$ cat config.mk
export PLATFORM = sky130hd
export DESIGN_NAME = keypad_scan
export DESIGN_NICKNAME = d
export VERILOG_FILES = /design/src/rtl/keypad_scan.sv
export SDC_FILE = /design/constraint.sdc
export NUM_CORES = 1
export LEC_CHECK = 0
export CORE_MARGIN = 1.5
export CORE_UTILIZATION = 25
export DETAILED_ROUTE_END_ITERATION = 7
export HOLD_SLACK_MARGIN = 0.1
export SLEW_MARGIN = 30
export SYNTH_ARGS = -nofsm -noshare
export SYNTH_HDL_FRONTEND = slang
export SYNTH_SLANG_ARGS = --single-unit
$ cat constraint.sdc
create_clock -name clk -period 7.1 [get_ports clk]
set_clock_uncertainty 0.15 [all_clocks]
set_input_delay 1.065 -clock clk [delete_from_list [all_inputs] [get_ports clk]]
set_output_delay 1.065 -clock clk [all_outputs]
set_load 0.005 [all_outputs]
$ cat src/rtl/keypad_scan.sv
// 4x4 keypad scanner: one-cold row drive, whole-frame debounce of the 16-key image,
// single-key press events delivered through a one-entry valid/ready buffer.
module keypad_scan #(
  parameter int SCAN_DIV = 50000,
  parameter int DEBOUNCE = 4
) (
  input  logic       clk,
  input  logic       rst,
  output logic [3:0] row_out,
  input  logic [3:0] col_in,
  output logic       key_valid,
  output logic [3:0] key_code,
  input  logic       key_ready,
  output logic       key_held,
  output logic       overflow
);

  localparam int DIV_W = $clog2(SCAN_DIV);
  localparam int STB_W = $clog2(DEBOUNCE + 1);
  localparam logic [DIV_W-1:0] DIV_LAST = DIV_W'(SCAN_DIV - 1);
  localparam logic [STB_W-1:0] STB_MAX  = STB_W'(DEBOUNCE);

  logic [DIV_W-1:0] div_q, div_d;
  logic [1:0]       row_q, row_d;
  logic [3:0]       row_out_q, row_out_d;
  logic [15:0]      frame_q, frame_d;
  logic [15:0]      prev_q, prev_d;
  logic [STB_W-1:0] stable_q, stable_d;
  logic [15:0]      deb_q, deb_d;
  logic             held_q, held_d;
  logic             valid_q, valid_d;
  logic [3:0]       code_q, code_d;
  logic             ovf_q, ovf_d;

  logic             sample, frame_end, accept, press, drain;
  logic [15:0]      snap;
  logic [STB_W-1:0] stable_nxt;
  logic [3:0]       press_code;

  // Scan timing and frame capture; only the last dwell cycle of a row is sampled.
  always_comb begin
    sample    = (div_q == DIV_LAST);
    frame_end = sample && (row_q == 2'd3);
    div_d     = sample ? '0 : div_q + 1'b1;
    row_d     = sample ? row_q + 2'd1 : row_q;
    row_out_d = ~(4'b0001 << row_d);
    snap      = frame_q;
    snap[{row_q, 2'b00} +: 4] = ~col_in;
    frame_d   = sample ? snap : frame_q;
  end

  // Frame-level debounce: the image must repeat DEBOUNCE frames before it is accepted.
  always_comb begin
    if (snap == prev_q)
      stable_nxt = (stable_q == STB_MAX) ? STB_MAX : stable_q + 1'b1;
    else
      stable_nxt = STB_W'(1);
    stable_d = frame_end ? stable_nxt : stable_q;
    prev_d   = frame_end ? snap : prev_q;
    accept   = frame_end && (stable_nxt == STB_MAX) && (snap != deb_q);
    deb_d    = accept ? snap : deb_q;
    held_d   = |deb_d;
  end

  // A press event needs an idle keypad followed by exactly one key.
  always_comb begin
    press      = accept && (deb_q == '0) && $onehot(snap);
    press_code = '0;
    for (int i = 0; i < 16; i++)
      if (snap[i]) press_code = 4'(i);
  end

  always_comb begin
    drain   = valid_q && key_ready;
    valid_d = valid_q;
    code_d  = code_q;
    ovf_d   = ovf_q;
    if (press) begin
      if (!valid_q || drain) begin
        valid_d = 1'b1;
        code_d  = press_code;
      end else begin
        ovf_d = 1'b1;
      end
    end else if (drain) begin
      valid_d = 1'b0;
    end
  end

  always_ff @(posedge clk) begin
    if (rst) begin
      div_q     <= '0;
      row_q     <= '0;
      row_out_q <= 4'b1110;
      frame_q   <= '0;
      prev_q    <= '0;
      stable_q  <= '0;
      deb_q     <= '0;
      held_q    <= 1'b0;
      valid_q   <= 1'b0;
      code_q    <= '0;
      ovf_q     <= 1'b0;
    end else begin
      div_q     <= div_d;
      row_q     <= row_d;
      row_out_q <= row_out_d;
      frame_q   <= frame_d;
      prev_q    <= prev_d;
      stable_q  <= stable_d;
      deb_q     <= deb_d;
      held_q    <= held_d;
      valid_q   <= valid_d;
      code_q    <= code_d;
      ovf_q     <= ovf_d;
    end
  end

  assign row_out   = row_out_q;
  assign key_valid = valid_q;
  assign key_code  = code_q;
  assign key_held  = held_q;
  assign overflow  = ovf_q;

endmodule

### Yosys cells after proc, flatten, opt, wreduce, memory -nomap -nowiden

Cells that the tools add are included.

| word-level totals | value |
|---|---|
| register bits after elaboration | 80 |
| output and inout port bits | 11 |
| word-level logic and storage cells | 82 |
| bits of input ports | 7 |

| cells by class | value |
|---|---|
| bitwise gates (word level) | 3 |
| add/subtract/negate cells | 19 |
| shifts and indexed selects | 3 |
| multiplexer cells | 23 |
| equality and inequality tests | 8 |
| reduce and logical (&&, ||, !) cells | 15 |

Operators with widths:

| kind | number |
|---|---|
| $mux 4 | 14 |
| $add 1x1->2 | 8 |
| $add 16x1->16 const B | 1 |
| $bwmux 16 | 1 |
| $eq 16x16->1 | 1 |
| $eq 16x16->1 const B | 1 |
| $logic_not 16->1 | 1 |
| $mux 16 | 1 |
| $ne 16x16->1 | 1 |
| $reduce_or 16->1 | 1 |
| $shift 4x6->16 const A | 1 |
| $shiftx 4x6->16 | 1 |
| $add 2x2->3 | 4 |
| $add 3x3->4 | 2 |
| $not 4->4 | 2 |
| $eq 3x3->1 const B | 2 |
| $logic_and 1x1->1 | 6 |
| $mux 3 | 2 |
| $neg 4->6 | 1 |
| $reduce_and 2->1 | 3 |
| $add 4x4->5 | 1 |
| $eq 5x1->1 const B | 1 |
| $mux 1 | 4 |
| $shl 1x2->4 const A | 1 |
| other kinds (10) | 10 |

### Longest topological paths before layout

Gate-level depths: netlist of run 1.

| logic depth | value |
|---|---|
| depth in word-level cells | 18 |
| mapped depth | 23 |
| mapped depth without buffers | 19 |

### Least setup slack after synthesis of run 1

Ideal clock, no wire load.

| timing | value |
|---|---|
| path kind | reg2reg |
| start | register row_q[0] |
| end | register code_q[1], in the netlist key_code[1] |
| path buffers | 4 |
| library setup time | 0.069 ns |
| period minus slack after synthesis | 6.609 ns |
| required time | 6.881 ns |
| cell stages (with the launch flop) | 24 |
| data arrival time | 6.391 ns |
| slack | 0.491 ns |
| cell sequence | dfxtp_1 -> buf_6 -> buf_2 -> inv_1 -> ha_1 -> buf_2 -> buf_2 -> and3_1 -> a21oi_1 -> inv_1 -> fa_1 -> inv_1 -> fa_1 -> fa_1 -> fa_1 -> inv_1 -> ha_1 -> fa_1 -> or4b_2 -> a211oi_1 -> and3b_1 -> nand4_2 -> or4b_1 -> o21ai_1 |

| on the way | value |
|---|---|
| elaborated cells on any way between the ends | 45 |
| those cells by class | add/sub: 16; eq/ne: 5; shift: 2; mux: 16; reduce/logical: 6 |

RTL lines:

| what | RTL line | text |
|---|---|---|
| start, declared | 24 | `logic [1:0] row_q, row_d;` |
| start signal, assigned | 105 | `row_q <= row_d;` |
| $neg 4->6 * | 48 | `snap[{row_q, 2'b00} +: 4] = ~col_in;` |
| $shiftx 4x6->16 / $shift 4x6->16 (equally long branches) | 48 |  |
| $bwmux 16 * | 48 |  |
| net snap[5] | 36 | `logic [15:0] snap;` |
| parallel branches: the longest is 11 deep, another holds $add 4x4->5 | -- |  |
| end signal, assigned | 113 | `code_q <= code_d;` |
| end, declared | 32 | `logic [3:0] code_q, code_d;` |

Mark *: on every way through the listed nets, which the timed path passes.
A chain may end at the register's enable or synchronous reset.

### Final worst setup path of run 1

| timing | value |
|---|---|
| start | input col_in[3] |
| end | register code_q[1], in the netlist key_code[1] |

| on the way | value |
|---|---|
| word-level cells in the longest chain between the ends | 17 |
| elaborated cells on any way between the ends | 42 |
| those cells by class | add/sub: 15; eq/ne: 4; shift: 1; mux: 16; bitwise: 1; reduce/logical: 5 |

RTL lines:

| what | RTL line | text |
|---|---|---|
| start, declared | 10 | `input logic [3:0] col_in,` |
| $not 4->4 * | 48 |  |
| $shiftx 4x6->16 * | 48 |  |
| $bwmux 16 * | 48 |  |
| parallel branches: the longest is 14 deep, another holds $add 4x4->5 | -- |  |

Every way passes the cells marked *.

==> reports/qor.yml, run 1 <==
status: "completed"
cp_slowest_stage_delay_ps: 640
clk-insertion-delay-late_ps: 340
avgSynthCellArea_sq_um: 8.59
route.vias.total: 4187
ys_seq_area_frac: 0.331
async_flop_share: 0
syn_area_sq_um: 4840
avgRoutedWirePerCell_um: 15.2
overflow: 0
yosysUniqueCellTypes: 71
cts_buffers: 9
crit_type: "in2reg"
fillCellCount: 2009
synth_edf_count: 0
post_cts_buffers: 0
crit_required_ps: 7230
fin_crit_sh: 0.941
setup_violations: 0
synthTopCellsByArea: "dfxtp_1 33%, a211oi_1 5.7%, nor2_1 4.3%"
cts_resized: 0
dp_hpwl_um: 9460
start_kind: "primary input"
cts_hold_buf: 0
antenna_found_initial: 1
ant_nets: 0
gp_congestion: 0.812
syn_inst: 564
layout_common_cells: "80 x dfxtp_1, 55 x nor2_1, 37 x a211oi_1"
hold_path_class: "reg2reg"
ir_drop_mv: 0.102
timing.slew.headroom: 0.511
layout_commonest_cell: "dfxtp_1"
worstPathCellList: "clkdlybuf4s50_1 -> or4b_4 -> o21a_1 -> fa_1 -> fa_1 -> fa_1 -> fa_1 -> inv_1 -> ha_1 -> fa_1 -> or4b_2 -> a211oi_1 -> and3b_1 -> nand4_2 -> or4b_1 -> o21ai_1"
cts_sinks: 80
n_antenna_cell: 0
synth_area_leader_cell: "dfxtp_1"
min_period_ps: 6680
syn_nets: 594
dr.pass1.iters: 5
cp_top_family: "adder cells"
port_buffers: 17
cp_max_fo: 5
grt_pass1_vias: 3900
final_nets: 620
clockBufferDepth: 2
clockRootBuffer: "clkbuf_16"
die_w_um: 142
crit_path_end_kind: "flip-flop"
grt_pass1_wl_um: 21300
cp_slowest_cell: "or4b_2"
synth_top_area_share: 0.331
crit_arrival_ps: 6810
core_sq_um: 18800
final-instance-count-excl-fill: 855
cts_tree: "done"
rsz0062_at_grt: "false"
start_util: 0.257
p_per_area_nw_per_um2: 175
finalSetupTns_ps: 0
ys_ff_latch: 80
hold_violations: 0
p_leak_nw: 2.01
wl_um: 13000
via_per_inst: 4.90
htree_levels: 3
die_h_um: 142
synth_ff_type: "dfxtp_1"
die_area_sq_um: 20200
dp.cells: 839
clkSlewWorstSetupHoldPaths_ps: 60
ys_warn_count: 0
path_buf_inv: 2
num_io_pins: 18
drive_gt1_frac: 0.121
gr-usage-all-layers: 0.134
max_freq_mhz: 150
grt_max_degree: 70
drv_cap: 0
drc: 0
drtIter0Drc: 333
crit_top_cell: "fa_1"
area_growth_pct: 18.3
drv_slew: 0
num_rows: 50
worst_pin_slew_ps: 733
## flip-flops by register name, indices dropped and copies added, names as in the netlist
name and flops:
deb_q 16, div_q 16, frame_q 16, prev_q 16, key_code 4, row_out 4
stable_q 3, row_q 2, key_held 1, key_valid 1, overflow 1
## routing by layer
metal,track usage,vias up,part of all wire
met5,0,-,0
met1,0.187,1973,0.49
met3,0.0289,12,0.046
met2,0.207,97,0.45
li1,-,2105,-
met4,0.0429,0,0.014
## Yosys cell counts (all sizes together), types with 7 or more instances
master  count
a211oi     37
a21oi      36
buf        15
clkbuf     20
dfxtp      80
fa         10
ha         13
inv        24
nand2      28
nand2b      9
nand3      18
nand4      13
nor2       56
nor2b      15
nor3        7
nor4       10
nor4b       9
o21ai      30
or3        16
or4b        8
xnor2      23
xor2       13
## kinds of logic (layout without fill, tap and decap cells)
family / Yosys count / after routing / synth area share
AND/OR/NAND/NOR: 214 / 214 / 0.261
AO/OA/AOI/OAI: 145 / 145 / 0.197
flip-flops: 80 / 80 / 0.331
buffers and inverters: 59 / 90 / 0.0558
XOR/XNOR: 36 / 36 / 0.0651
adder cells (fa/ha/maj): 23 / 23 / 0.0749
multiplexers: 7 / 7 / 0.0163
## per-stage QoR
step	setup slack, ps	total power, mW	util	instance area (sq um)	hold slack [ps]
floorplan	491	0.494	-	4840	268
global placement	141	0.511	0.287	5410	282
detailed placement	129	0.511	0.287	5410	313
CTS	457	1.02	0.304	5730	325
global route	176	1.04	0.304	5730	346
finish	419	1.01	0.304	5730	313
## cell type report
| class | count | area [sq um] | share of cell area |
|---|---|---|---|
| flip-flops and latches | 80 | 1600 | 0.279 |
| inverters | 24 | 90.1 | 0.0157 |
| well taps | 260 | 325 | 0.0568 |
| clock buffers | 11 | 243 | 0.0423 |
| clock inverters | 5 | 78.8 | 0.0138 |
| multi-input cells | 425 | 2980 | 0.520 |
| repair buffers | 50 | 413 | 0.0720 |
## worst paths after layout
| path | startpoint | to | slack (ps) | cells after the start |
|---|---|---|---|---|
| worst min register to register | div_q[0]$_SDFF_PP0_ | div_q[0]$_SDFF_PP0_ | 310 | 1 |
| worst min-delay path | div_q[0]$_SDFF_PP0_ | div_q[0]$_SDFF_PP0_ | 310 | 1 |
| worst max-delay path | col_in[3] | key_code[1]$_SDFFE_PP0P_ | 420 | 16 |
| worst max register to register | row_q[1]$_SDFF_PP0_ | key_code[1]$_SDFFE_PP0P_ | 570 | 17 |
## report_power, final
part	switching, mW	total, mW	internal (mW)	leakage (nW)
clock network	0.186	0.504	0.318	0.160
logic	0.0291	0.0501	0.0210	1.21
registers	0.00107	0.451	0.450	0.645
(Power assumes the default switching activity.)
==> inputs of run 2 (changes only) <==
ABC_AREA = 0   (was default)
CORE_MARGIN = 2   (was 1.5)
GPL_TIMING_DRIVEN = 0   (was default)
==> run 2 against run 1 <==
Compared with the run above:
- fmax fell by 1.7%
- clock power up 8.5%
- flip-flop and latch count is the same
- final cell count increased by 0.82%
- highest routed layer unchanged
==> reports/qor.yml, run 2 (synthesis gave the netlist of run 1 again) <==
status: "completed"
antenna_found_initial: 0
crit_required_ps: 7220
start_util: 0.257
grt_pass1_vias: 4296
setup_violations: 0
layout_commonest_cell: "dfxtp_1"
cts_hold_buf: 0
dr.pass1.iters: 5
grt_pass1_wl_um: 23300
crit_arrival_ps: 6920
multi_input_area_sq_um: 3060
final_nets: 627
fillCellCount: 1964
drv_slew: 0
final-seq-area_sq_um: 1600
wl_um: 14600
ant_nets: 0
num_rows: 50
drive_gt1_frac: 0.120
rsz0062_at_grt: "false"
core_sq_um: 18800
clockBufferDepth: 2
final-instance-count-excl-fill: 862
timing.slew.headroom: 0.400
clk-insertion-delay-late_ps: 350
worst_pin_slew_ps: 893
cp_max_fo: 6
start_kind: "primary input"
p_leak_nw: 1.98
hold_path_class: "reg2reg"
cts_tree: "done"
layout_common_cells: "79 x dfxtp_1, 55 x nor2_1, 36 x a211oi_1"
via_per_inst: 5.10
crit_path_end_kind: "flip-flop"
grt_max_degree: 14
port_buffers: 17
die_area_sq_um: 20500
ir_drop_mv: 0.0917
cts_sinks: 80
gr-usage-all-layers: 0.146
fin_crit_sh: 0.957
area_growth_pct: 20.3
gp_congestion: 0.893
drv_cap: 0
crit_type: "in2reg"
clkSlewWorstSetupHoldPaths_ps: 60
drtIter0Drc: 372
num_io_pins: 18
max_freq_mhz: 147
cts_buffers: 9
avgRoutedWirePerCell_um: 16.9
n_antenna_cell: 0
p_per_area_nw_per_um2: 181
htree_levels: 3
hold_violations: 0
die_w_um: 143
final_core_util: 0.309
route.vias.total: 4397
clockRootBuffer: "clkbuf_16"
drc: 0
die_h_um: 143
dp.cells: 841
overflow: 0
min_period_ps: 6790
dp_hpwl_um: 10300
[run 2: changes by cell type in the layout (fill, tap and decap cells not counted), sizes merged]
cell          delta
bufinv           +1
dlymetal6s2s     +1
inv              -1
buf             -17
clkbuf          +23
[run 2: path summary, 6_finish.rpt]
path / from / end / slack, ps / cells after the start
worst max-delay path: col_in[1] / key_code[1]$_SDFFE_PP0P_ / 310 / 17
worst min-delay path: div_q[0]$_SDFF_PP0_ / div_q[0]$_SDFF_PP0_ / 300 / 1
worst max register to register: row_q[0]$_SDFF_PP0_ / key_code[1]$_SDFFE_PP0P_ / 310 / 21
worst min register to register: div_q[0]$_SDFF_PP0_ / div_q[0]$_SDFF_PP0_ / 300 / 1
[run 2: cell type report]
cell class | count | area share
multi-input cells | 425 | 0.524
flip-flops and latches | 80 | 0.275
well taps | 260 | 0.0558
clock buffers | 11 | 0.0417
repair buffers | 22 | 0.0361
plain buffers | 35 | 0.0335
clock inverters | 5 | 0.0178
inverters | 24 | 0.0155
[run 2: where the power goes]
part / total, mW / internal [mW] / leakage, nW / switching [mW]
Clock: 0.547 / 0.353 / 0.170 / 0.194
Sequential: 0.451 / 0.450 / 0.645 / 0.00103
Combinational: 0.0575 / 0.0227 / 1.16 / 0.0348
Total: 1.06 / 0.826 / 1.98 / 0.230
[run 2: worst max-delay path, stage by stage]
cell	delay, ps
clkdlybuf4s50_1	570
or4b_4	580
nand2_2	130
inv_2	100
fa_1	460
fa_1	540
fa_1	430
fa_1	490
inv_1	40
ha_1	200
fa_1	440
or4b_4	540
a211oi_4	300
and3b_2	250
nand4_4	150
or4b_1	520
o21ai_1	100
[run 2: timing repair]
action / CTS / global route
buffers inserted: 2 / 3
resized for setup: 9 / 18
endpoints found under the setup margin: 4 / 4
pin swaps: 1 / 3
[run 2: routing by layer]
layer | wire length (um) | track usage | vias up
met5 | 0 | 0 | -
met4 | 359 | 0.0573 | 0
met3 | 799 | 0.0298 | 26
met2 | 6330 | 0.214 | 140
met1 | 7090 | 0.209 | 2116
li1 | - | - | 2115
[run 2: metrics by stage]
stage	total power, mW	cell area [sq um]	worst slack [ps]	TNS, ps	hold WS [ps]
floorplan	0.494	4840	491	0	268
global placement	0.512	5340	-821	-3130	281
detailed placement	0.512	5340	-791	-2960	291
CTS	1.06	5750	42.4	0	301
global route	1.08	5830	116	0	320
finish	1.06	5830	306	0	300
